### src/rtl/divider.sv
// Iterative radix-2 restoring divider producing one quotient bit per clock.
// Signed and unsigned modes; divide-by-zero and overflow follow RISC-V M-extension results.
module divider #(
    parameter int WIDTH = 32
) (
    input  logic             clk,
    input  logic             rst_n,
    input  logic             start,
    input  logic             is_signed,
    input  logic [WIDTH-1:0] dividend,
    input  logic [WIDTH-1:0] divisor,
    output logic             busy,
    output logic             done,
    output logic [WIDTH-1:0] quotient,
    output logic [WIDTH-1:0] remainder,
    output logic             div_by_zero,
    output logic             overflow
);

    typedef enum logic [1:0] {IDLE, ITER, FINISH} state_t;

    localparam int              CNT_W    = $clog2(WIDTH);
    localparam logic [CNT_W-1:0] CNT_LAST = CNT_W'(WIDTH - 1);
    localparam logic [WIDTH-1:0] MIN_VAL  = {1'b1, {(WIDTH-1){1'b0}}};

    state_t           state;
    logic [CNT_W-1:0] cnt;
    logic [WIDTH-1:0] rem_q;    // partial remainder
    logic [WIDTH-1:0] acc_q;    // dividend magnitude shifting out, quotient bits shifting in
    logic [WIDTH-1:0] dvs_q;    // divisor magnitude
    logic             q_neg;
    logic             r_neg;

    logic             dividend_neg;
    logic             divisor_neg;
    logic [WIDTH-1:0] dividend_mag;
    logic [WIDTH-1:0] divisor_mag;
    logic [WIDTH:0]   trial;

    assign dividend_neg = is_signed & dividend[WIDTH-1];
    assign divisor_neg  = is_signed & divisor[WIDTH-1];
    assign dividend_mag = dividend_neg ? -dividend : dividend;
    assign divisor_mag  = divisor_neg  ? -divisor  : divisor;

    // The partial remainder is always below the divisor, so one extra bit is
    // enough for the trial result's sign to say whether the subtraction fit.
    assign trial = {rem_q, acc_q[WIDTH-1]} - {1'b0, dvs_q};

    always_ff @(posedge clk) begin
        // NOTE: reset is synchronous and checked first, so it also aborts an operation in flight.
        if (!rst_n) begin
            state       <= IDLE;
            cnt         <= '0;
            rem_q       <= '0;
            acc_q       <= '0;
            dvs_q       <= '0;
            q_neg       <= 1'b0;
            r_neg       <= 1'b0;
            busy        <= 1'b0;
            done        <= 1'b0;
            quotient    <= '0;
            remainder   <= '0;
            div_by_zero <= 1'b0;
            overflow    <= 1'b0;
        end else begin
            done <= 1'b0;
            case (state)
                IDLE: begin
                    if (start) begin
                        if (divisor == '0) begin
                            quotient    <= '1;
                            remainder   <= dividend;
                            div_by_zero <= 1'b1;
                            overflow    <= 1'b0;
                            done        <= 1'b1;
                        end else if (is_signed && dividend == MIN_VAL && divisor == '1) begin
                            quotient    <= dividend;
                            remainder   <= '0;
                            div_by_zero <= 1'b0;
                            overflow    <= 1'b1;
                            done        <= 1'b1;
                        end else begin
                            acc_q       <= dividend_mag;
                            dvs_q       <= divisor_mag;
                            rem_q       <= '0;
                            q_neg       <= dividend_neg ^ divisor_neg;
                            r_neg       <= dividend_neg;
                            cnt         <= CNT_LAST;
                            busy        <= 1'b1;
                            div_by_zero <= 1'b0;
                            overflow    <= 1'b0;
                            state       <= ITER;
                        end
                    end
                end
                ITER: begin
                    if (trial[WIDTH]) begin
                        rem_q <= {rem_q[WIDTH-2:0], acc_q[WIDTH-1]};
                    end else begin
                        rem_q <= trial[WIDTH-1:0];
                    end
                    acc_q <= {acc_q[WIDTH-2:0], ~trial[WIDTH]};
                    cnt   <= cnt - CNT_W'(1);
                    if (cnt == '0) begin
                        state <= FINISH;
                    end
                end
                FINISH: begin
                    quotient  <= q_neg ? -acc_q : acc_q;
                    remainder <= r_neg ? -rem_q : rem_q;
                    busy      <= 1'b0;
                    done      <= 1'b1;
                    state     <= IDLE;
                end
                default: state <= IDLE;
            endcase
        end
    end

endmodule

### config.mk
export PLATFORM = sky130hd
export DESIGN_NAME = divider
export DESIGN_NICKNAME = d
export VERILOG_FILES = /design/src/rtl/divider.sv
export SDC_FILE = /design/constraint.sdc
export NUM_CORES = 1
export LEC_CHECK = 0
export CAP_MARGIN = 25
export CORE_MARGIN = 1.5
export CORE_UTILIZATION = 30
export CTS_CLUSTER_DIAMETER = 200
export DETAILED_ROUTE_END_ITERATION = 8
export REMOVE_ABC_BUFFERS = 1
export SYNTH_ARGS = -nofsm -noshare
export SYNTH_HDL_FRONTEND = slang
export SYNTH_SLANG_ARGS = --single-unit
### constraint.sdc
create_clock -name clk -period 6.1 [get_ports clk]
set_input_delay 1.22 -clock clk [delete_from_list [all_inputs] [get_ports clk]]
set_output_delay 1.22 -clock clk [all_outputs]
set_load 0.05 [all_outputs]
Word-level counts from Yosys, hierarchy flattened
Index checks and enable logic that the tools add are counted.
W data, S select, Z words.
- register bits after elaboration: 173
- word-level logic and storage cells: 87
- add/subtract/negate cells: 6
- bitwise gates (word level): 6
- reductions and logical operators: 13
- equal/unequal tests: 9
- mux-type cells: 40
- operators with widths (operator ; count):
    $mux W32 ; 17
    $pmux W32 S2 ; 4
    $neg A32 Y32 ; 4
    $eq A32 B32 Y1 const B ; 2
    $sub A33 B32 Y33 ; 1
    $logic_not A32 Y1 ; 1
    $reduce_and A4 Y1 ; 4
    $mux W5 ; 3
    $pmux W5 S2 ; 1
    $mux W1 ; 8
    $mux W2 ; 4
    $ne A2 B2 Y1 const B ; 4
    $logic_not A5 Y1 ; 1
    $sub A5 B1 Y5 const B ; 1
    $pmux W1 S2 ; 2
    $pmux W2 S2 ; 1
    $reduce_bool A2 Y1 ; 2
    $ne A3 B3 Y1 const B ; 1
    $not A1 Y1 ; 3
    $reduce_and A3 Y1 ; 1
    $and A1 B1 Y1 ; 2
    $eq A2 B1 Y1 const B ; 1
    $eq A2 B2 Y1 const B ; 1
    $logic_and A1 B1 Y1 ; 2
    3 further kinds ; 3

Logic depth before layout (Yosys ltp)
- word-level depth: 7
- gate-level depth with buffers: 14
- mapped depth without buffers: 12

Least setup slack after synthesis
No wires, ideal clock.
- path type: input to register
- from: input port divisor[20]
- to: register remainder[24]
- stages on the path: 11
- arrival: 3.596 ns
- path slack: 2.377 ns
- setup time: 0.128 ns
- buffers on the path: 2
- required time: 5.972 ns
- cells stage by stage: or4_1 or3_4 nor4_4 o21bai_2 a21oi_1 or2_1 buf_2 buf_6 a221o_1 o21ai_1 nor2_1
- longest elaborated chain between the ends: 4
- RTL lines (item ; RTL line ; RTL):
    start: declaration ; 11 ; input logic [WIDTH-1:0] divisor,
    $eq A32 B32 Y1 or $logic_not A32 Y1 (tied branches) ; 76, 70 ;
    $logic_and A1 B1 Y1 or $mux W32 (tied branches) ; 76, 70 ;
    $ne A3 B3 Y1 (no source line) or $mux W32 (tied branches) ; n/a ;
    $reduce_and A3 Y1 (no source line) or $pmux W32 S2 (tied branches) ; n/a ;
    end signal: assignment ; 72 ; remainder <= dividend;
    end signal: assignment ; 110 ; remainder <= r_neg ? -rem_q : rem_q;
    end: declaration ; 15 ; output logic [WIDTH-1:0] remainder,
Several ways; a longest one is shown, not always the timed one. The select of a mux whose other input is x is not followed.
A chain may end at the register's enable or synchronous reset.

Worst setup path in the final report
- from: input port divisor[0]
- to: register remainder[16]
The elaborated chain is that of the path after synthesis.

==> metrics.yaml <==
run_status:
  status: "complete, no violations"
worst_setup_path:
  worstPathRequired_ns: 6.41
  r2r_end: "acc_q[0]$_SDFFE_PN0P_"
  critPathMaxFanout: 38
  crit_arrival_ns: 5.07
  start_kind: "input port"
  reg2reg_slack_ns: 2.50
  end_kind: "flip-flop"
  reg2reg_from: "rem_q[13]$_SDFFE_PN0P_"
  path_class: "input port to flip-flop"
  ff2ff_path_depth: 11
synthesis:
  syn_area_um2: 11300
  synthFlopType: "dfxtp_1"
  ys_seq_elements: 173
  synthCells: 1462
  netlist_top_cells_area: "dfxtp_1, xnor2_1, nor2_1"
  yosysWarnings: 0
  ys_seq_area_share_pct: 30.5
  synth.avg_cell_area_um2: 7.76
  netlist.area_leader.share_pct: 30.5
  synth_edf_count: 0
  synth_top_area_cell: "dfxtp_1"
  synthArstFlopShare_pct: 0
  synth_cell_type_count: 71
power:
  power_leakage_nw: 5.16
  vdd_drop_max_mv: 0.161
  powerDensity_nw_per_um2: 255
  total_power_w: 0.00349
cts:
  hold_buffers: 0
  cts_root_buf: "clkbuf_16"
  numClockSinks: 173
  post-cts-setup-buffers: 0
  clk_transition_reported_paths_ns: 0.08
  post_cts_resized: 0
  htreeDepth: 4
  cts_buffers: 17
  clock_latency_ns: 0.44
  cts_tree: "done"
  cts.path.max_buffers: 2
global_route:
  grt_pass1_wl_um: 54800
  antenna_found_initial: 0
  grt_usage_pct: 17.8
  gr-total-overflow: 0
  grt_pass1_vias: 10100
  grt_start_max_net_pins: 64
die:
  die_x_um: 198
  initial_core_util_pct: 30.3
  num_rows: 71
  num_io_pins: 136
  die_area_um2: 39000
  die_y_um: 198
  coreArea_um2: 37500
finish:
  n_antenna_cell: 0
  drive_above_1_share_pct: 4.90
  fin_nets: 1647
  fillCellCount: 3965
  syn2layout_area_growth_pct: 20.9
  fin_area_um2: 13700
  fin_cells: 2063
sta:
  rsz0062_at_grt: "no"
  fmax_mhz: 210
  holdWs_ns: 0.454
  min_period_ns: 4.76
  setup_violations: 0
  worst_pin_slew_ns: 0.984
  fin_crit_sh_pct: 78.1
  hold_viol: 0
  fin_tns_setup_ns: 0
  maxSlewHeadroom_pct: 34.4
  finClkSkew_ns: 0.0166
  slew_viol_final: 0
routing:
  drtPass1Iterations: 7
  dr.first_iter.drc_count: 821
  totalWireLength_um: 35200
  routedWlPerCell_um: 17.0
  via_per_inst: 5.25
  route.antenna.remaining_nets: 0
  drc: 0
  vias: 10800
placement:
  dp_hpwl_um: 26700
  postPlaceCellArea_um2: 13100
  io_buffers: 135
  dp.cells: 2030
  gp_congestion: 0.879
hold_path:
  hp-start: "quotient[11]$_SDFFE_PN0P_"
  min_to: "quotient[11]$_SDFFE_PN0P_"
  hold_depth: 2
  hp-class: "flip-flop to flip-flop"
job:
  drv_cap: 0
==> critical path, cell delays in order <==
cell             delay (ns)
clkdlybuf4s50_1        0.48
inv_1                  0.10
ha_1                   0.16
nor3b_1                0.50
nand4_1                0.41
nor4_4                 0.50
o21bai_2               0.25
a21oi_1                0.15
or2_2                  0.63
buf_4                  0.35
a221oi_1               0.23
nor3_1                 0.07
==> metrics by stage <==
| stage | util (%) | worst slack (ns) |
|---|---|---|
| global route | 36.6 | 1.05 |
| CTS | 36.6 | 1.44 |
| floorplan | - | 0.00884 |
| global placement | 35.0 | 1.12 |
| finish | 36.6 | 1.34 |
| detailed placement | 35.0 | 0.989 |
==> registers in the layout, indices dropped and copies added (netlist names), 2 cells and up <==
register / flops
remainder: 32
rem_q: 32
cnt: 5
state: 2
quotient: 32
dvs_q: 32
acc_q: 32
==> layout make-up <==
type	instances	area (um2)	area share (%)
clock inverter	15	173	1.26
inverter	54	204	1.49
clock buffer	17	425	3.10
multi-input combinational	1138	7290	53.1
sequential	173	3460	25.2
tap	511	639	4.66
timing repair buffer	155	1530	11.1
==> kinds of logic after synthesis <==
group / share of synthesized area, %
buffers and inverters: 5.47
and+or+nand+nor: 20.4
DFF: 30.5
adders and majority gates: 4.48
xor gates and xnor gates: 11.3
muxes: 2.82
AOI/OAI and AO/OA: 24.9
==> cell usage in the layout, fill, tap and decap left out, types with 6 or more instances in the layout <==
master,netlist,layout
xnor2_1,84,84
a221oi_1,19,19
o21a_1,7,7
nand2b_1,12,11
buf_4,5,18
a21o_1,13,13
o211ai_1,16,16
dfxtp_1,173,173
nand3_1,19,19
o41ai_1,13,13
nor3_1,47,46
a222oi_1,6,6
a21oi_1,89,89
and3_1,8,8
or3_1,14,14
o311ai_0,6,6
clkdlybuf4s50_1,0,135
nor4_1,14,14
xor2_1,63,63
and2_1,7,7
clkbuf_16,0,17
nand2_1,130,130
o21ai_1,6,6
o31ai_1,27,27
inv_1,54,53
mux2i_1,32,32
nor2_1,192,191
o21ai_0,88,88
a211oi_1,49,49
a31oi_1,13,13
nor2b_1,9,8
ha_1,39,39
nand4_1,13,13
or4_1,15,15
o221ai_1,26,26
==> worst max path at each step <==
stage	startpoint	end	cells after the start	slack (ns)
finish	divisor[0]	remainder[16]$_SDFFE_PN0P_	12	1.34
floorplan	rem_q[13]$_SDFFE_PN0P_	rem_q[0]$_SDFFE_PN0P_	10	0.009
CTS	divisor[0]	remainder[16]$_SDFFE_PN0P_	12	1.44
global route	divisor[0]	remainder[14]$_SDFFE_PN0P_	12	1.05
detailed placement	divisor[0]	remainder[14]$_SDFFE_PN0P_	12	0.99
global placement	divisor[0]	remainder[16]$_SDFFE_PN0P_	12	1.12
==> per-layer routing <==
layer / wire length [um] / global-route usage, % / vias to the layer above / share of wire (%)
met1: 16600 / 24.4 / 5000 / 47
met4: 866 / 5.88 / 0 / 2.5
li1: - / - / 5444 / -
met5: 0 / 0 / - / 0
met2: 15800 / 28.6 / 340 / 45
met3: 1910 / 2.39 / 43 / 5.4
==> report_power, final <==
group	switching [W]	internal, W	total, W	leakage [nW]
clock	0.000539	0.000586	0.00112	0.285
sequential	0.0000886	0.00120	0.00129	1.41
combinational	0.000634	0.000442	0.00108	3.47
total	0.00126	0.00223	0.00349	5.16
==> synthesized netlist by cell type (all sizes together), types with 26 or more instances <==
cell type,n
xor2,63
nor2,193
a21oi,89
o31ai,28
dfxtp,173
o221ai,26
o21ai,94
inv,54
buf,29
xnor2,84
nand2,130
nor3,47
ha,39
clkbuf,68
mux2i,32
a211oi,49
Note: power is estimated with default switching activity, not from simulation.
